## src/rtl/instr_fetch.sv

```systemverilog
// instr_fetch: instruction fetch stage, the upstream end of fetch->decode.
// Holds the PC, issues one-outstanding instruction-memory requests, buffers
// one word while decode is frozen, and applies decode's redirect requests.
// A request that is still in flight when a redirect arrives is allowed to
// finish and its data is thrown away (DROP state).
// Optional statistics counters are built when the macro FETCH_STATS_EN is
// defined; otherwise the three count ports are tied to zero.
module instr_fetch #(
  parameter logic [31:0] RESET_PC = 32'h0040_0000
) (
  input  logic        CLK,
  input  logic        RESET,
  output logic [31:0] IMem_Addr_OUT,
  output logic        IMem_Req_OUT,
  input  logic        IMem_Ack_IN,
  input  logic [31:0] IMem_Data_IN,
  input  logic [31:0] Alt_PC_IN,
  input  logic        Request_Alt_PC_IN,
  input  logic        WANT_FREEZE_IN,
  output logic [31:0] Instr1_OUT,
  output logic [31:0] Instr_PC_OUT,
  output logic [31:0] Instr_PC_Plus4_OUT,
  output logic [31:0] Fetch_Count_OUT,
  output logic [31:0] Bubble_Count_OUT,
  output logic [31:0] Redirect_Count_OUT
);

  localparam logic [0:0] FETCH = 1'b0;
  localparam logic [0:0] DROP  = 1'b1;

  logic [0:0]  state, state_n;
  logic [31:0] pc, pc_n;
  logic [31:0] redir_pc, redir_pc_n;
  logic        buf_valid, buf_valid_n;
  logic [31:0] buf_instr, buf_instr_n;
  logic [31:0] buf_pc, buf_pc_n;
  logic [31:0] instr, instr_n;
  logic [31:0] instr_pc, instr_pc_n;
  logic [31:0] instr_pc4, instr_pc4_n;
  logic        ack_taken;
  logic [31:0] pc_plus4;

  // Memory side: request whenever the skid buffer has room and we are out of reset.
  assign IMem_Req_OUT  = !buf_valid && RESET;
  assign IMem_Addr_OUT = pc;
  assign ack_taken     = IMem_Ack_IN && IMem_Req_OUT;
  assign pc_plus4      = pc + 32'd4;

  assign Instr1_OUT         = instr;
  assign Instr_PC_OUT       = instr_pc;
  assign Instr_PC_Plus4_OUT = instr_pc4;

  // Next-state selection: redirect beats freeze, freeze beats delivery.
  always_comb begin
    state_n     = state;
    pc_n        = pc;
    redir_pc_n  = redir_pc;
    buf_valid_n = buf_valid;
    buf_instr_n = buf_instr;
    buf_pc_n    = buf_pc;
    instr_n     = instr;
    instr_pc_n  = instr_pc;
    instr_pc4_n = instr_pc4;
    case (state)
      FETCH: begin
        if (Request_Alt_PC_IN) begin
          instr_n     = 32'd0;
          buf_valid_n = 1'b0;
          if (IMem_Req_OUT && !IMem_Ack_IN) begin
            state_n    = DROP;
            redir_pc_n = Alt_PC_IN;
          end else begin
            pc_n = Alt_PC_IN;
          end
        end else if (WANT_FREEZE_IN) begin
          if (ack_taken) begin
            buf_valid_n = 1'b1;
            buf_instr_n = IMem_Data_IN;
            buf_pc_n    = pc;
            pc_n        = pc_plus4;
          end
        end else if (buf_valid) begin
          instr_n     = buf_instr;
          instr_pc_n  = buf_pc;
          instr_pc4_n = buf_pc + 32'd4;
          buf_valid_n = 1'b0;
        end else if (ack_taken) begin
          instr_n     = IMem_Data_IN;
          instr_pc_n  = pc;
          instr_pc4_n = pc_plus4;
          pc_n        = pc_plus4;
        end else begin
          instr_n = 32'd0;
        end
      end
      default: begin
        if (Request_Alt_PC_IN) begin
          redir_pc_n = Alt_PC_IN;
        end
        if (ack_taken) begin
          pc_n    = Request_Alt_PC_IN ? Alt_PC_IN : redir_pc;
          state_n = FETCH;
        end
        if (!WANT_FREEZE_IN) begin
          instr_n = 32'd0;
        end
      end
    endcase
  end

  // Register update with asynchronous active-low reset.
  always_ff @(posedge CLK or negedge RESET) begin
    if (!RESET) begin
      state     <= FETCH;
      pc        <= RESET_PC;
      redir_pc  <= 32'd0;
      buf_valid <= 1'b0;
      buf_instr <= 32'd0;
      buf_pc    <= 32'd0;
      instr     <= 32'd0;
      instr_pc  <= 32'd0;
      instr_pc4 <= 32'd0;
    end else begin
      state     <= state_n;
      pc        <= pc_n;
      redir_pc  <= redir_pc_n;
      buf_valid <= buf_valid_n;
      buf_instr <= buf_instr_n;
      buf_pc    <= buf_pc_n;
      instr     <= instr_n;
      instr_pc  <= instr_pc_n;
      instr_pc4 <= instr_pc4_n;
    end
  end

`ifdef FETCH_STATS_EN
  logic        deliver_evt, bubble_evt, redirect_evt;
  logic [31:0] fetch_cnt, bubble_cnt, redirect_cnt;

  assign deliver_evt  = (state == FETCH) && !Request_Alt_PC_IN && !WANT_FREEZE_IN &&
                        (buf_valid || ack_taken);
  assign bubble_evt   = ((state == FETCH) && (Request_Alt_PC_IN ||
                         (!WANT_FREEZE_IN && !buf_valid && !ack_taken))) ||
                        ((state == DROP) && !WANT_FREEZE_IN);
  assign redirect_evt = Request_Alt_PC_IN;

  // Saturating event counters for delivered words, bubbles and redirects.
  always_ff @(posedge CLK or negedge RESET) begin
    if (!RESET) begin
      fetch_cnt    <= 32'd0;
      bubble_cnt   <= 32'd0;
      redirect_cnt <= 32'd0;
    end else begin
      if (deliver_evt && (fetch_cnt != 32'hFFFF_FFFF)) begin
        fetch_cnt <= fetch_cnt + 32'd1;
      end
      if (bubble_evt && (bubble_cnt != 32'hFFFF_FFFF)) begin
        bubble_cnt <= bubble_cnt + 32'd1;
      end
      if (redirect_evt && (redirect_cnt != 32'hFFFF_FFFF)) begin
        redirect_cnt <= redirect_cnt + 32'd1;
      end
    end
  end

  assign Fetch_Count_OUT    = fetch_cnt;
  assign Bubble_Count_OUT   = bubble_cnt;
  assign Redirect_Count_OUT = redirect_cnt;
`else
  assign Fetch_Count_OUT    = 32'd0;
  assign Bubble_Count_OUT   = 32'd0;
  assign Redirect_Count_OUT = 32'd0;
`endif

endmodule

```

## config.mk

```make
export PLATFORM = sky130hd
export DESIGN_NAME = instr_fetch
export DESIGN_NICKNAME = d
export VERILOG_FILES = /design/src/rtl/instr_fetch.sv
export SDC_FILE = /design/constraint.sdc
export NUM_CORES = 1
export LEC_CHECK = 0
export CAP_MARGIN = 10
export CORE_ASPECT_RATIO = 1.4
export CORE_MARGIN = 2
export CORE_UTILIZATION = 45
export DETAILED_ROUTE_END_ITERATION = 7
export GPL_TIMING_DRIVEN = 0
export PLACE_DENSITY = 0.87
export SLEW_MARGIN = 20
export SYNTH_ARGS = -nofsm -noshare
export SYNTH_HDL_FRONTEND = slang
export SYNTH_SLANG_ARGS = --single-unit
```

## constraint.sdc

```tcl
create_clock -name CLK -period 2.1 [get_ports CLK]
set_input_delay 0.525 -clock CLK [delete_from_list [all_inputs] [get_ports CLK]]
set_output_delay 0.525 -clock CLK [all_outputs]
set_load 0.05 [all_outputs]
```

==> metrics <==
Tcrit/Tclk final=1.04; Tot Pwr=22.0 mW; Mean Syn Cell Area=10.0 sq um; Yosys top cell area share=0.479; Tightest Pin Transition=788 ps; Layout area overhead=39.9%; cell taking the most area after synthesis=dfrtp_1; Initial Util=0.459; RSZ-0062 raised after global routing=yes; worst path bufs/invs=0; number of synthesized register bits=224; Rel. slew slack=0.474; Unique masters post-synth=63; ratio of cells with drive above 1 in the final layout=0.296; initial antenna violation count=1; power density over the cells=1350 nW/um^2; Synth warnings=0; CP peak stage delay=540 ps; final worst path period need=2190 ps; Setup TNS=-271 ps; antenna-violating nets left=0; clk sink count=224; number of vias per cell=5.74; Final Setup Violations=9; grt total ovfl=0; Critical Path Start Type=register; critical path's slowest cell=or4_4; DRC=0; CP startpoint=buf_pc[3]; Final HPWL DP=27000 microns; MaxCap Viol Count=0; Post-synth EDFFs=0; cts bufs inserted=22; drt pass-1 iters=5; min setup slack post-route=-86.2 ps; # IOs=294; Design Area, Final=16300 sq um; top cells by area, synth=dfrtp_1, mux2_2, buf_4, nand2_1, mux2i_1; Placed Area=14500 sq um; most frequently used flop master after synthesis=dfrtp_1; commonest non-fill, non-tap cell in the layout=dfrtp_1; VDD IR max=0.949 mV; wire per inst=21.3 microns; Critical Path RT=2550 ps; nets=1599; Reg-to-Reg Start=buf_pc[3]; Synth Instances=1163; row count=69; status=complete, but fails checks; Core ar.=25400 sq um; H-tree levels=1; Max Fclk=0.457 GHz; crit end category=register; initial DRC count=845; port bufs=197; total wire length=39800 microns; Via Count=10.7k; vias in the first global route=10.8k; GR Util All Layers=0.279; max-slew violation count=0; post-synthesis cell area=11600 sq um; fillcell total=1983; GP Congestion=0.927; CTS Root Cell=clkbuf_16; CTS tree=yes; Seq/Total Area, Yosys=0.481; asr flop ratio synth=1.00; Die Wd=140 microns; first-pass GRT wire length=60100 microns; die area=27200 sq um; Die Ht=194 microns; WHS=57.3 ps; Crit Path Max Fanout=4; Most common cell on crit path=or4_4; most frequent cells in the layout=dfrtp_1, nand2_1, buf_4, dlygate4sd2_1, conb_1; Worst-path clk slew=70 ps; critical setup path kind=reg2reg; Final Hold Vio Count=0; Fin Clk Skew=12.0 ps; clock insertion delay at the later pin of the skew report=510 ps; kind of cell adding the most delay to the critical path=simple AND/OR/NAND/NOR gates; CP Cell Sequence=ha_4 -> nand4_4 -> or4_4 -> or4_4 -> a21oi_2 -> a221o_2; Data arrival, critical path=2640 ps; Max Root-Sink Buffers=3; worst min-delay path category=in2async; pin count of the biggest net entering global routing=51; Pleak=7.72 nW; failing checks=setup timing
worst min-delay path, cell delays in order:
cell and delay, ps:
buf_16 120, buf_12 100, buf_12 170
kinds of logic (layout without fill, tap and decap cells):
| logic type | Yosys count | in the layout | share of synthesized area |
|---|---|---|---|
| DFF | 224 | 224 | 0.481 |
| other | 1 | 97 | 0.000322 |
| and+or+nand+nor | 323 | 323 | 0.129 |
| muxes | 133 | 133 | 0.124 |
| buffers and inverters | 194 | 480 | 0.0966 |
| xor gates and xnor gates | 47 | 47 | 0.0354 |
| adders and majority gates | 2 | 2 | 0.00215 |
| AOI/OAI and AO/OA | 239 | 239 | 0.131 |
state kept, by name, indices dropped and copies added (netlist names):
name / count
IMem_Addr_OUT: 32
Instr1_OUT: 32
Instr_PC_OUT: 32
buf_instr: 32
buf_pc: 32
redir_pc: 32
Instr_PC_Plus4_OUT: 30
buf_valid: 1
state: 1
path summary, 6_finish.rpt:
kind                                                to  slack, ps  cells after the start
min in group CLK                        Instr1_OUT[31]        460                      2
max in group asynchronous            IMem_Addr_OUT[13]        880                      3
worst max-delay path            Instr_PC_Plus4_OUT[26]        -90                      6
worst max register to register  Instr_PC_Plus4_OUT[26]        -90                      6
worst min-delay path                     Instr1_OUT[9]         60                      3
worst min register to register          Instr1_OUT[31]        460                      2
cell usage after synthesis, types with 12 or more instances:
cell and instances:
a21oi_1 41, a22oi_1 40, buf_2 12, buf_4 99, clkbuf_1 56, dfrtp_1 223
inv_1 18, mux2_2 86, mux2i_1 47, nand2_1 171, nand3_1 28, nand4_1 14
nor2_1 38, nor3_1 17, nor4_1 14, o21ai_0 83, xnor2_1 26, xor2_1 21
area by class of cell:
| class | count | area [sq um] | share of cell area |
|---|---|---|---|
| Multi-Input combinational cell | 840 | 5760 | 0.353 |
| Sequential cell | 224 | 5640 | 0.346 |
| Timing Repair Buffer | 250 | 2470 | 0.152 |
| Buffer | 171 | 1190 | 0.0729 |
| Clock buffer | 29 | 658 | 0.0404 |
| Tap cell | 319 | 399 | 0.0245 |
| Clock inverter | 11 | 109 | 0.00668 |
| Inverter | 19 | 76.3 | 0.00468 |
| Antenna cell | 1 | 2.50 | 0.000154 |
power breakdown:
group / internal [mW] / switching [mW] / total, mW
clock network: 2.45 / 1.76 / 4.21
logic: 3.40 / 6.78 / 10.2
registers: 5.96 / 1.61 / 7.57
repair_timing:
item                       4_1_cts  5_1_grt
resized for setup              255       98
pin swaps                       10       21
setup endpoints to repair      351      111
cloned                           6        0
hold endpoints to repair        53        0
setup buffers                   22       19
hold buffers                     4        0
metrics by stage:
step | utilization | setup slack, ps | std cells
floorplan | - | -104 | 1258
global placement | 0.570 | -9740 | 1774
detailed placement | 0.573 | -1620 | 1776
CTS | 0.627 | -129 | 1846
global route | 0.642 | -106 | 1864
finish | 0.642 | -86.2 | 1864
routing by layer:
metal | up-vias | track usage | part of all wire
met5 | - | 0 | 0
met2 | 705 | 0.485 | 0.50
li1 | 4649 | - | -
met4 | 0 | 0.182 | 0.069
met1 | 5152 | 0.308 | 0.34
met3 | 187 | 0.0576 | 0.094
Power figures use the tool's default switching activity.
